[config.mk]
export PLATFORM = sky130hd
export DESIGN_NAME = rbz_spi_cfg_sched
export DESIGN_NICKNAME = d
export VERILOG_FILES = /design/src/rtl/rbz_spi_cfg_sched.sv
export SDC_FILE = /design/constraint.sdc
export NUM_CORES = 1
export LEC_CHECK = 0
export BUFFER_PORTS_ARGS = -buffer_cell sky130_fd_sc_hd__buf_2
export CORE_MARGIN = 5
export CORE_UTILIZATION = 55
export CTS_BUF_LIST = sky130_fd_sc_hd__clkbuf_8
export DETAILED_ROUTE_END_ITERATION = 10
export HOLD_SLACK_MARGIN = 0.05
export PLACE_DENSITY = 0.86
export SKIP_CTS_REPAIR_TIMING = 1
export SLEW_MARGIN = 30
export SYNTH_ARGS = -nofsm -noshare
export SYNTH_HDL_FRONTEND = slang
export SYNTH_SLANG_ARGS = --single-unit
[constraint.sdc]
create_clock -name clk -period 3.15 [get_ports clk]
set_input_delay 0.63 -clock clk [delete_from_list [all_inputs] [get_ports clk]]
set_output_delay 0.63 -clock clk [all_outputs]
set_load 0.05 [all_outputs]
[src/rtl/rbz_spi_cfg_sched.sv]
// SPI command receiver with per-group shadow registers that commit atomically
// to the live raybox-zero view registers on the rising edge of vblank.
module rbz_spi_cfg_sched #(
  parameter int W = 16
) (
  input  logic         clk,
  input  logic         rst_n,
  input  logic         i_sclk,
  input  logic         i_mosi,
  input  logic         i_ss_n,
  input  logic         i_vblank,
  output logic [W-1:0] o_px,
  output logic [W-1:0] o_py,
  output logic [W-1:0] o_fx,
  output logic [W-1:0] o_fy,
  output logic [W-1:0] o_vx,
  output logic [W-1:0] o_vy,
  output logic [5:0]   o_sky,
  output logic [5:0]   o_floor,
  output logic         o_pending,
  output logic         o_commit
);

  typedef enum logic [1:0] {S_IDLE, S_CMD, S_PAYLOAD, S_DRAIN} state_t;

  typedef struct packed {
    logic [W-1:0] px, py, fx, fy, vx, vy;
    logic [5:0]   sky, floor;
  } view_t;

  localparam view_t RST_VIEW = {W'(16'h0580), W'(16'h0B00), W'(16'h0000),
                                W'(16'hC000), W'(16'h2000), W'(16'h0000),
                                6'b010101, 6'b101010};

  localparam int            CW       = $clog2(2 * W);
  localparam logic [CW-1:0] LAST_CMD = CW'(3);
  localparam logic [CW-1:0] LAST_VEC = CW'(2 * W - 1);
  localparam logic [CW-1:0] LAST_COL = CW'(11);

  logic r_sclk_s1, r_sclk_s2, r_sclk_d;
  logic r_mosi_s1, r_mosi_s2;
  logic r_ss_s1, r_ss_s2;

  // NOTE: non-blocking assignments make every flop sample the previous stage's
  // old value, so the chain really is two stages deep regardless of statement order.
  always_ff @(posedge clk or negedge rst_n) begin
    if (!rst_n) begin
      r_sclk_s1 <= 1'b0;
      r_sclk_s2 <= 1'b0;
      r_sclk_d  <= 1'b0;
      r_mosi_s1 <= 1'b0;
      r_mosi_s2 <= 1'b0;
      r_ss_s1   <= 1'b1;
      r_ss_s2   <= 1'b1;
    end else begin
      r_sclk_s1 <= i_sclk;
      r_sclk_s2 <= r_sclk_s1;
      r_sclk_d  <= r_sclk_s2;
      r_mosi_s1 <= i_mosi;
      r_mosi_s2 <= r_mosi_s1;
      r_ss_s1   <= i_ss_n;
      r_ss_s2   <= r_ss_s1;
    end
  end

  logic w_rise;
  logic w_bit;
  assign w_rise = r_sclk_s2 & ~r_sclk_d;
  assign w_bit  = r_mosi_s2;

  state_t          r_state, w_state_nxt;
  logic [3:0]      r_cmd;
  logic [3:0]      w_cmd_full;
  logic [CW-1:0]   r_cnt;
  logic [CW-1:0]   w_len_m1;
  logic [2*W-1:0]  r_shift;
  logic            w_last;
  logic            r_done;

  assign w_cmd_full = {r_cmd[2:0], w_bit};
  assign w_len_m1   = (r_cmd == 4'd3) ? LAST_COL : LAST_VEC;

  always_ff @(posedge clk or negedge rst_n) begin
    if (!rst_n) r_state <= S_IDLE;
    else        r_state <= w_state_nxt;
  end

  // NOTE: every output of this block gets a default first, so no path can
  // leave a value held and infer a latch.
  always_comb begin
    w_state_nxt = r_state;
    w_last      = 1'b0;
    case (r_state)
      S_IDLE:    if (!r_ss_s2) w_state_nxt = S_CMD;
      S_CMD:     if (w_rise && r_cnt == LAST_CMD)
                   w_state_nxt = (w_cmd_full[3:2] == 2'b00) ? S_PAYLOAD : S_DRAIN;
      S_PAYLOAD: if (w_rise && r_cnt == w_len_m1) begin
                   w_state_nxt = S_DRAIN;
                   w_last      = 1'b1;
                 end
      default:   w_state_nxt = r_state;
    endcase
    // Deselect wins over everything: a partial frame is simply dropped.
    if (r_ss_s2) begin
      w_state_nxt = S_IDLE;
      w_last      = 1'b0;
    end
  end

  always_ff @(posedge clk or negedge rst_n) begin
    if (!rst_n) begin
      r_cmd   <= '0;
      r_cnt   <= '0;
      r_shift <= '0;
      r_done  <= 1'b0;
    end else begin
      r_done <= w_last;
      if (r_state == S_IDLE) begin
        r_cnt <= '0;
      end else if (w_rise && r_state == S_CMD) begin
        r_cmd <= w_cmd_full;
        r_cnt <= (r_cnt == LAST_CMD) ? '0 : r_cnt + CW'(1);
      end else if (w_rise && r_state == S_PAYLOAD) begin
        r_shift <= {r_shift[2*W-2:0], w_bit};
        r_cnt   <= r_cnt + CW'(1);
      end
    end
  end

  logic       r_vblank_d;
  logic [3:0] r_flags, w_flags_nxt;
  logic       w_commit_edge;
  view_t      r_shadow, r_live;

  assign w_commit_edge = i_vblank & ~r_vblank_d;

  // A write landing on the commit edge sets its flag after the clear.
  always_comb begin
    w_flags_nxt = w_commit_edge ? 4'b0000 : r_flags;
    if (r_done) w_flags_nxt[r_cmd[1:0]] = 1'b1;
  end

  // NOTE: shadow and live registers are reset to a usable view so the
  // renderer draws a sane frame before any SPI traffic arrives.
  always_ff @(posedge clk or negedge rst_n) begin
    if (!rst_n) begin
      r_vblank_d <= 1'b0;
      r_flags    <= 4'b0000;
      r_shadow   <= RST_VIEW;
      r_live     <= RST_VIEW;
      o_pending  <= 1'b0;
      o_commit   <= 1'b0;
    end else begin
      r_vblank_d <= i_vblank;
      r_flags    <= w_flags_nxt;
      o_pending  <= |w_flags_nxt;
      o_commit   <= w_commit_edge & (|r_flags);
      if (r_done) begin
        case (r_cmd[1:0])
          2'd0: begin r_shadow.px <= r_shift[2*W-1 -: W]; r_shadow.py <= r_shift[W-1:0]; end
          2'd1: begin r_shadow.fx <= r_shift[2*W-1 -: W]; r_shadow.fy <= r_shift[W-1:0]; end
          2'd2: begin r_shadow.vx <= r_shift[2*W-1 -: W]; r_shadow.vy <= r_shift[W-1:0]; end
          default: begin r_shadow.sky <= r_shift[11:6]; r_shadow.floor <= r_shift[5:0]; end
        endcase
      end
      if (w_commit_edge) begin
        if (r_flags[0]) begin r_live.px <= r_shadow.px; r_live.py <= r_shadow.py; end
        if (r_flags[1]) begin r_live.fx <= r_shadow.fx; r_live.fy <= r_shadow.fy; end
        if (r_flags[2]) begin r_live.vx <= r_shadow.vx; r_live.vy <= r_shadow.vy; end
        if (r_flags[3]) begin r_live.sky <= r_shadow.sky; r_live.floor <= r_shadow.floor; end
      end
    end
  end

  assign o_px    = r_live.px;
  assign o_py    = r_live.py;
  assign o_fx    = r_live.fx;
  assign o_fy    = r_live.fy;
  assign o_vx    = r_live.vx;
  assign o_vy    = r_live.vy;
  assign o_sky   = r_live.sky;
  assign o_floor = r_live.floor;

endmodule

==> out/results.ini <==
[logic_synthesis]
ys_types=38
synth-seq-cells=274
yosysWarningCount=0
synth.top_cell.area_share_pct=57.76
synthCells=623
synthSimpleGateAreaFrac_pct=2.363
syn-num-nets=633
synth_top_family_by_area=multiplexers
muxShareOfSynthArea_pct=28.33
synth_area_leaders=dfrtp_1, mux2_2, dfstp_2
avgSynthCellArea_um2=16.83
seq_area_frac_synth_pct=65.78
yosysTopAreaCell=dfrtp_1
synth_compound_area_share_pct=1.098
synthAdderAreaFrac_pct=0.4774
synthXorXnorAreaFrac_pct=0
synthesis.area_mm2=0.01048

[pwr]
pwr-share-comb_pct=5.0
power_w=0.007018
leakagePower_nw=6.665
p_per_area_mw_per_mm2=575.0
p_seq_share_pct=51.9
p_clk_share_pct=43.1
intPower_w=0.005424
vdd_drop_max_mv=0.3631
swShare_pct=22.72
switchingPower_w=0.001595

[timing]
drv_slew=0
timing.fmax_ghz=0.4693
layout_min_cycle_time_ns=2.131
setup_tns_ns=0
hold_viol=0
rsz0062_at_grt=false
worst_slew_pin_slew_ns=0.9216
period_share_pct=67.65
fin_hold_ws_ns=0.07559
fin_worst_skew_ns=0.01536
fin_ws_ns=1.019
relSlewSlack_pct=38.34
finalSetupViolCount=0

[final_layout]
area_growth_pct=16.43
seq_area_mm2=0.006897
fillers=1287
antenna_cells=0
multi_input_area_mm2=0.003397
drive_gt1_share_pct=60.85
nNetsFinal=776
final_core_util_pct=65.04

[routing]
ant_nets=0
wl_um=20510
post_drt_wl_per_cell_um=19.90
vias=5680
first_iter_violations=304
vias_per_cell=5.509
drc=0
dr.pass1.iters=4

[placed_design]
port_buffers=115
dp_hpwl_um=13460
post-place-ws_ns=0.8221
routabilityCongestion=0.7739

[status]
status=finished clean

[clock_tree]
cts_tree=built
cts_max_path_buffers=3
cts-buffers-inserted=43
clk_pin_slew_worst_paths_ns=0.06
htree_levels=2
clock-root-buffer=clkbuf_8
clock_latency_ns=0.54
cts_sinks=274

[global_routing]
grt_pass1_wl_um=34310
grt_pass1_vias=6371
grt-ovfl-total=0
grt_start_max_net_pins=85
antenna_found_initial=0
track_usage_pct=19.42

[run]
maxCapViolCount=0

[setup_path]
worstPathCellList=inv_1, ha_1, or4_4, mux2_4
r2r_end=r_shift[10]
reg2reg_setup_slack_ns=1.02
crit_slowest_cell=or4_4
startpoint_type=flip-flop
rr_startpoint=r_state[1]
worst_path_largest_cell_delay_ns=0.86
worstSetupPathType=flip-flop to flip-flop
reg2reg_depth=4
critPathCaptureType=flip-flop
worstPathRequired_ns=3.56
worst_ep_arrival_time_ns=2.54
path_max_fanout=32

[floorplan]
coreArea_mm2=0.01877
die_w_um=148.1
dieArea_mm2=0.02192
ios=116
std_cell_rows=50
start_util_pct=55.86
die_h_um=148.1

[hold_path]
min_path_type=primary input to async pin

[worst max path at each step]
stage | start | end | slack (ns) | cells after the start
after detailed placement | i_vblank | o_fx[10] | 0.82 | 4
after global placement | i_vblank | o_vx[14] | 0.89 | 4
after global routing | r_state[1] | r_shift[15] | 0.98 | 4
after floorplan | r_state[0] | r_shift[10] | 1.29 | 7
after CTS | r_state[1] | r_shift[21] | 1.04 | 4
final | r_state[1] | r_shift[10] | 1.02 | 4
[power groups by stage]
stage          Sequential (W)  Clock, W  Combinational, W
6_report              0.00364   0.00303          0.000350
5_1_grt               0.00365   0.00326          0.000398
4_1_cts               0.00364   0.00310          0.000351
3_5_place_dp          0.00370         0          0.000349
3_3_place_gp          0.00369         0          0.000315
2_1_floorplan         0.00366         0          0.000250
[metrics by stage]
stage | instance area (um^2) | instances
floorplan | 10480 | 623
global placement | 11310 | 955
detailed placement | 11310 | 955
CTS | 12210 | 1031
global route | 12210 | 1031
finish | 12210 | 1031
[cells in the mapped netlist, drive strengths merged]
cell / n
a21o: 2
nand2b: 5
or2: 1
nand3: 2
o31ai: 2
nand4b: 1
inv: 6
o211ai: 1
nor4b: 1
o41ai: 1
or4: 3
nor2: 3
nor4: 1
dfstp: 32
nand3b: 3
and4bb: 1
or3: 3
dfrtp: 242
nor3b: 1
ha: 4
nor3: 2
a21oi: 5
mux2i: 2
mux2: 252
buf: 23
o21ai: 4
nor2b: 1
o21ba: 1
a31o: 1
nand2: 13
clkbuf: 4
[cells in the final DEF, fill, tap and decap left out, drive strengths merged, types with 3 or more instances in the layout]
cell type	netlist	layout
clkbuf	4	58
o21ai	4	4
dfrtp	242	242
ha	4	4
inv	6	17
a21oi	5	5
nand3b	3	3
mux2	252	252
clkinv	0	6
or3	3	3
dfstp	32	32
nor2	3	3
nand2b	5	5
buf	23	125
nand2	13	13
or4	3	3
[flip-flops by register name, indices dropped and copies added (netlist names), 16 cells and up]
signal,flops
o_py,16
r_shadow,108
o_fy,16
o_vx,16
o_vy,16
o_px,16
o_fx,16
r_shift,32
[routing by layer]
layer	GRT usage, %	part of all wire [%]	vias to the layer above
li1	-	-	2502
met1	25.11	42	2996
met2	32.40	50	142
met3	4.449	4.8	40
met4	7.206	2.6	0
met5	0	0	-
[worst max-delay path, delay by kind of cell, from the launching register on]
kind                     cells  cell delay [ns]
adder cells (fa/ha/maj)      1             0.25
buffers and inverters        1             0.08
flip-flops                   1             0.38
multiplexers                 1             0.40
AND/OR/NAND/NOR              1             0.86
[cell type report]
cell class,count,share of cell area (%)
inverters,6,0.1845
well taps,234,2.399
flip-flops and latches,274,56.50
clock buffers,58,6.540
clock inverters,18,0.8303
repair buffers,125,5.720
multi-input cells,316,27.83
[logic make-up after synthesis]
family / count (synthesis)
flops: 274
buf+inv: 33
mux: 254
fa+ha+maj: 4
simple gates: 41
compound gates: 17
No activity file was read; power rests on OpenSTA's default activity.
